**src/rtl/seq_mul_pkg.sv**
```systemverilog
// Shared definitions for the sequential multiplier.
//   state_t : FSM state encoding (IDLE, BUSY, DONE)
//   clog2   : counter width for an iteration count (never less than 1 bit)
package seq_mul_pkg;

    typedef enum logic [1:0] {
        IDLE,
        BUSY,
        DONE
    } state_t;

    function automatic int clog2(input int value);
        int r;
        r = 1;
        while ((1 << r) < value) begin
            r++;
        end
        return r;
    endfunction

endpackage

```
**src/rtl/seq_mul_addsub.sv**
```systemverilog
// Combinational W-bit adder/subtractor used as the multiplier's single datapath adder.
// Ports:
//   a   : minuend / first addend
//   b   : subtrahend / second addend
//   sub : 1 selects a - b, 0 selects a + b
//   y   : result, W bits, wraps modulo 2^W
module seq_mul_addsub #(
    parameter int W = 5
) (
    input  logic [W-1:0] a,
    input  logic [W-1:0] b,
    input  logic         sub,
    output logic [W-1:0] y
);

    always_comb begin
        y = sub ? (a - b) : (a + b);
    end

endmodule

```
**src/rtl/seq_multiplier.sv**
```systemverilog
// Radix-2 sequential shift-add multiplier with valid/ready handshakes.
// One multiplier bit is retired per cycle; the product appears N cycles after
// the operands are accepted and is held until the consumer takes it.
// Optional build macro SEQ_MUL_SIGNED_EN adds the tc port for two's complement
// operands; without it the block is unsigned only.
// Ports:
//   clk       : clock, rising edge
//   rst_n     : synchronous active-low reset
//   in_valid  : operands A/B (and tc) present
//   in_ready  : operands can be accepted this cycle
//   A         : multiplicand, M bits
//   B         : multiplier, N bits
//   out_valid : product P valid
//   out_ready : consumer takes P this cycle
//   P         : product, M+N bits, zero while out_valid is low
//   tc        : (SEQ_MUL_SIGNED_EN only) operands are two's complement
module seq_multiplier
    import seq_mul_pkg::*;
#(
    parameter int M = 4,
    parameter int N = 4
) (
    input  logic           clk,
    input  logic           rst_n,
    input  logic           in_valid,
    output logic           in_ready,
    input  logic [M-1:0]   A,
    input  logic [N-1:0]   B,
    output logic           out_valid,
    input  logic           out_ready,
    output logic [M+N-1:0] P
`ifdef SEQ_MUL_SIGNED_EN
    ,
    input  logic           tc
`endif
);

    localparam int CNT_W = clog2(N);
    localparam int W     = M + 1;

    state_t           state;
    logic [CNT_W-1:0] count;
    logic [M-1:0]     a_q;
    logic             tc_q;
    // acc = {hi (M+1 bits), lo (N bits)}; lo starts as B and is consumed LSB first
    logic [M+N:0]     acc;
    logic [M+N-1:0]   p_q;

    logic [W-1:0]     opa;
    logic [W-1:0]     addend;
    logic [W-1:0]     sum;
    logic             last;
    logic             sub;
    logic             fill;
    logic [M+N:0]     acc_next;

    always_comb begin
        last     = (count == CNT_W'(N - 1));
        opa      = tc_q ? {a_q[M-1], a_q} : {1'b0, a_q};
        addend   = acc[0] ? opa : '0;
        // Signed B carries weight -2^(N-1) on its top bit, so that step subtracts.
        sub      = tc_q && last && acc[0];
        // Unsigned: the adder carry lands in sum[W-1], so shift in zero above it.
        // Signed: the (M+1)-bit sum cannot overflow, so extend its sign.
        fill     = tc_q ? sum[W-1] : 1'b0;
        acc_next = {fill, sum, acc[N-1:1]};
        in_ready = (state == IDLE) || ((state == DONE) && out_ready);
    end

    seq_mul_addsub #(.W(W)) u_addsub (
        .a   (acc[M+N:N]),
        .b   (addend),
        .sub (sub),
        .y   (sum)
    );

    always_ff @(posedge clk) begin
        if (!rst_n) begin
            state     <= IDLE;
            count     <= '0;
            a_q       <= '0;
            tc_q      <= 1'b0;
            acc       <= '0;
            p_q       <= '0;
            out_valid <= 1'b0;
        end else begin
            case (state)
                IDLE: begin
                    if (in_valid) begin
                        state <= BUSY;
                        count <= '0;
                        a_q   <= A;
                        acc   <= {{(M+1){1'b0}}, B};
`ifdef SEQ_MUL_SIGNED_EN
                        tc_q  <= tc;
`else
                        tc_q  <= 1'b0;
`endif
                    end
                end
                BUSY: begin
                    acc   <= acc_next;
                    count <= count + 1'b1;
                    if (last) begin
                        state     <= DONE;
                        p_q       <= acc_next[M+N-1:0];
                        out_valid <= 1'b1;
                    end
                end
                DONE: begin
                    if (out_ready) begin
                        p_q       <= '0;
                        out_valid <= 1'b0;
                        state     <= IDLE;
                        // Retire and accept on the same edge: no idle bubble.
                        if (in_valid) begin
                            state <= BUSY;
                            count <= '0;
                            a_q   <= A;
                            acc   <= {{(M+1){1'b0}}, B};
`ifdef SEQ_MUL_SIGNED_EN
                            tc_q  <= tc;
`else
                            tc_q  <= 1'b0;
`endif
                        end
                    end
                end
                default: begin
                    state     <= IDLE;
                    out_valid <= 1'b0;
                    p_q       <= '0;
                end
            endcase
        end
    end

    assign P = p_q;

endmodule

```
**config.mk**
```make
export PLATFORM = sky130hd
export DESIGN_NAME = seq_multiplier
export DESIGN_NICKNAME = d
export VERILOG_FILES = /design/src/rtl/seq_mul_pkg.sv /design/src/rtl/seq_mul_addsub.sv /design/src/rtl/seq_multiplier.sv
export SDC_FILE = /design/constraint.sdc
export NUM_CORES = 1
export LEC_CHECK = 0
export ABC_AREA = 1
export BUFFER_PORTS_ARGS = -buffer_cell sky130_fd_sc_hd__buf_2
export CAP_MARGIN = 25
export CORE_MARGIN = 1
export CORE_UTILIZATION = 58
export DETAILED_ROUTE_END_ITERATION = 10
export HOLD_SLACK_MARGIN = 0.15
export PLACE_DENSITY = 0.82
export SYNTH_ARGS = -nofsm -noshare
export SYNTH_HDL_FRONTEND = slang
export SYNTH_SLANG_ARGS = --single-unit
```
**constraint.sdc**
```tcl
create_clock -name clk -period 4.61 [get_ports clk]
set_input_delay 0.461 -clock clk [delete_from_list [all_inputs] [get_ports clk]]
set_output_delay 0.461 -clock clk [all_outputs]
set_load 0.01 [all_outputs]
```
==> impl_metrics.yaml <==
clocking:
  cts.sinks: 25
  tritoncts: "built"
  cts_made_buffers: 3
  clockRootBuffer: "clkbuf_4"
  clk_latency_ns: 0.31
  cts_resized: 0
  cts_buffer_depth: 2
  hold_buffers: 0
  clkTransAtPathRegs_ns: 0.13
  htree_num_levels: 1
  cts_setup_buffers: 0
setup_path:
  crit_end: "acc[6]"
  worst-r2r-setup-slack_ns: 2.74
  cp_num_cells: 9
  reg2reg_to: "acc[6]"
  crit_path_start: "acc[0]"
  cp_cell_sequence: "nand2_1 > ha_1 > xnor2_1 > ha_1 > a21oi_1 > nand2_1 > nand2_1 > nand3_1 > a21oi_1"
  cp.buffers_inverters: 0
  r2r_start: "acc[0]"
  crit_path_start_kind: "flip-flop"
  worstRegToRegCells: 9
  max_stage_delay_ns: 0.41
  worstPathRequired_ns: 4.86
  path_max_fanout: 6
  worstPathArrival_ns: 2.12
  slowest_stage: "dfxtp_1"
  end_kind: "flip-flop"
  critPathTopFamily: "adder cells"
  path_class: "flip-flop to flip-flop"
  crit_path_frequent_cell: "nand2_1"
finish:
  nets: 218
  drive_gt1_share_pct: 19.19
  fillers: 176
  layout.cells.non_filler: 225
  syn_to_final_growth_pct: 11.79
  diodes: 0
synth:
  synth-edff-count: 0
  synth_most_common_cell: "nand2_1"
  synthTopCellsByCount: "nand2_1 (42), nor2_1 (28), dfxtp_1 (25)"
  seq_area_frac_synth_pct: 39.29
  netlist_area_mm2: 0.001274
  yosys.area.top_type: "dfxtp_1"
  yosysWarnings: 0
  ys_ff_latch: 25
  synth_area_leaders: "dfxtp_1 (39%), nand2_1 (12%), nor2_1 (8.3%), a21oi_1 (5.9%), ha_1 (5.9%)"
  syn_avg_cell_area_um2: 7.278
  ys.flop_type: "dfxtp_1"
  yosysTopAreaCellShare_pct: 39.29
  ys_types: 27
  postSynth.asyncResetShare_pct: 0
  syn-num-nets: 194
  synthCells: 175
sta:
  finalClockSkew_ns: 0.004662
  relSlewSlack_pct: 78.67
  finalMaxSlewViolations: 0
  finalCritPeriodShare_pct: 40.52
  rsz0062_at_grt: "no"
  setup_viol: 0
  tightest_slew_ns: 0.3180
  clock.fmax_mhz: 535.3
  fin_crit_ns: 1.868
  fin_tns_setup_ns: 0
  finalHoldViolCount: 0
floorplanning:
  die_x_um: 48.86
  rows: 16
  die_h_um: 48.86
  start_util_pct: 63.00
  dieArea_mm2: 0.002387
  io-pin-count: 22
  fp.coreArea_mm2: 0.002022
routing:
  routed_wl_um: 2517
  drt-pass1-iter-count: 4
  vias: 1148
  viasPerCell: 5.102
  wl_per_cell_um: 11.19
  antenna_left: 0
  dr.first_iter.drc_count: 28
  route.detailed.drc: 0
status:
  status: "finished clean"
global_routing:
  grt_pass1_vias: 1105
  use_met1_pct: 28.06
  grt_use_met3_pct: 3.738
  grt_pass1_wl_um: 4450
  grt_max_degree: 17
  track_usage_pct: 23.99
  grt-ovfl-total: 0
  antenna_found_initial: 0
  top_usage_layer: "met2"
  grt_use_met2_pct: 44.44
hold_path:
  worstHoldStart: "A[2]"
  worstHoldPathType: "input port to flip-flop"
  worstHoldPathCells: 3
power_and_ir_drop:
  powerDensity_mw_per_mm2: 302.5
  peakVddDrop_uv: 240.9
  power_leakage_nw: 0.6800
place:
  dpl.hpwl_um: 1958
  io_buffers: 21
  place.gp.congestion: 0.8125
  placed_cells: 221
job:
  maxCapViolCount: 0
==> how the worst min path moves through the flow <==
stage / end / slack (ns)
5_1_grt: a_q[1] / 0.41
3_5_place_dp: acc[2] / 0.45
4_1_cts: a_q[2] / 0.35
3_3_place_gp: P[4] / 0.45
2_1_floorplan: acc[2] / 0.44
6_report: a_q[2] / 0.36
==> per-layer routing <==
metal	wire (um)	vias up	share of wire [%]
met1	1108	503	44
met3	112	5	4.4
met4	35	0	1.4
met2	1261	31	50
met5	0	-	0
li1	-	609	-
==> registers in the layout, indices dropped and copies added, names as in the netlist <==
signal,count
acc,8
a_q,4
state,2
count,2
P,8
out_valid,1
==> per-stage QoR <==
| stage | setup WS [ns] | total power [mW] | util, % | instance area (um2) | hold WS (ns) |
|---|---|---|---|---|---|
| after floorplan | 2.944 | 0.3176 | - | 1274 | 0.4391 |
| after global placement | 2.849 | 0.3370 | 69.12 | 1398 | 0.4510 |
| after detailed placement | 2.771 | 0.3411 | 69.12 | 1398 | 0.4509 |
| after CTS | 2.736 | 0.4357 | 70.42 | 1424 | 0.3535 |
| after global routing | 2.526 | 0.4574 | 70.42 | 1424 | 0.4082 |
| final | 2.742 | 0.4307 | 70.42 | 1424 | 0.3580 |
==> power breakdown <==
group / internal, mW / switching, mW
Combinational: 0.0384 / 0.0616
Sequential: 0.228 / 0.00859
Clock: 0.0338 / 0.0603
==> cell type report <==
type                            instances  area (um2)  share of cell area [%]
Tap cell                               27       33.78                   2.373
Multi-Input combinational cell        128       678.2                   47.63
Sequential cell                        25       500.5                   35.15
Clock buffer                            4       26.28                   1.845
Inverter                               20       80.08                   5.624
Timing Repair Buffer                   21       105.1                   7.381
==> cell usage in the layout (no fill, tap or decap) <==
cell,n
nand3_2,1
nand4_1,1
clkbuf_1,1
inv_4,2
nand3_1,8
clkbuf_4,3
ha_1,6
o21ai_0,8
dfxtp_1,25
xnor2_1,1
nand2_4,1
inv_1,14
nand2_1,42
xor2_1,1
o21a_1,1
clkinv_1,2
a21oi_1,15
nor3b_2,1
o211ai_1,1
fa_1,1
nor2_8,1
o21ai_1,5
buf_2,21
nor2_4,2
inv_2,2
nand2_2,2
nor2_1,28
nor2_2,2
==> logic make-up after synthesis <==
family / synth area share (%)
buffers and inverters: 7.466
flip-flops: 39.29
XOR/XNOR: 1.375
adder cells (fa/ha/maj): 7.466
AND/OR/NAND/NOR: 32.22
AO/OA/AOI/OAI: 12.18
==> worst reg2reg max path, delay by kind of cell, from the launching register on <==
| family | cells | cell delay [ns] |
|---|---|---|
| adders and majority gates | 2 | 0.54 |
| DFF | 1 | 0.41 |
| AOI/OAI and AO/OA | 2 | 0.34 |
| and+or+nand+nor | 4 | 0.33 |
| xor gates and xnor gates | 1 | 0.19 |
(Power assumes the default switching activity.)
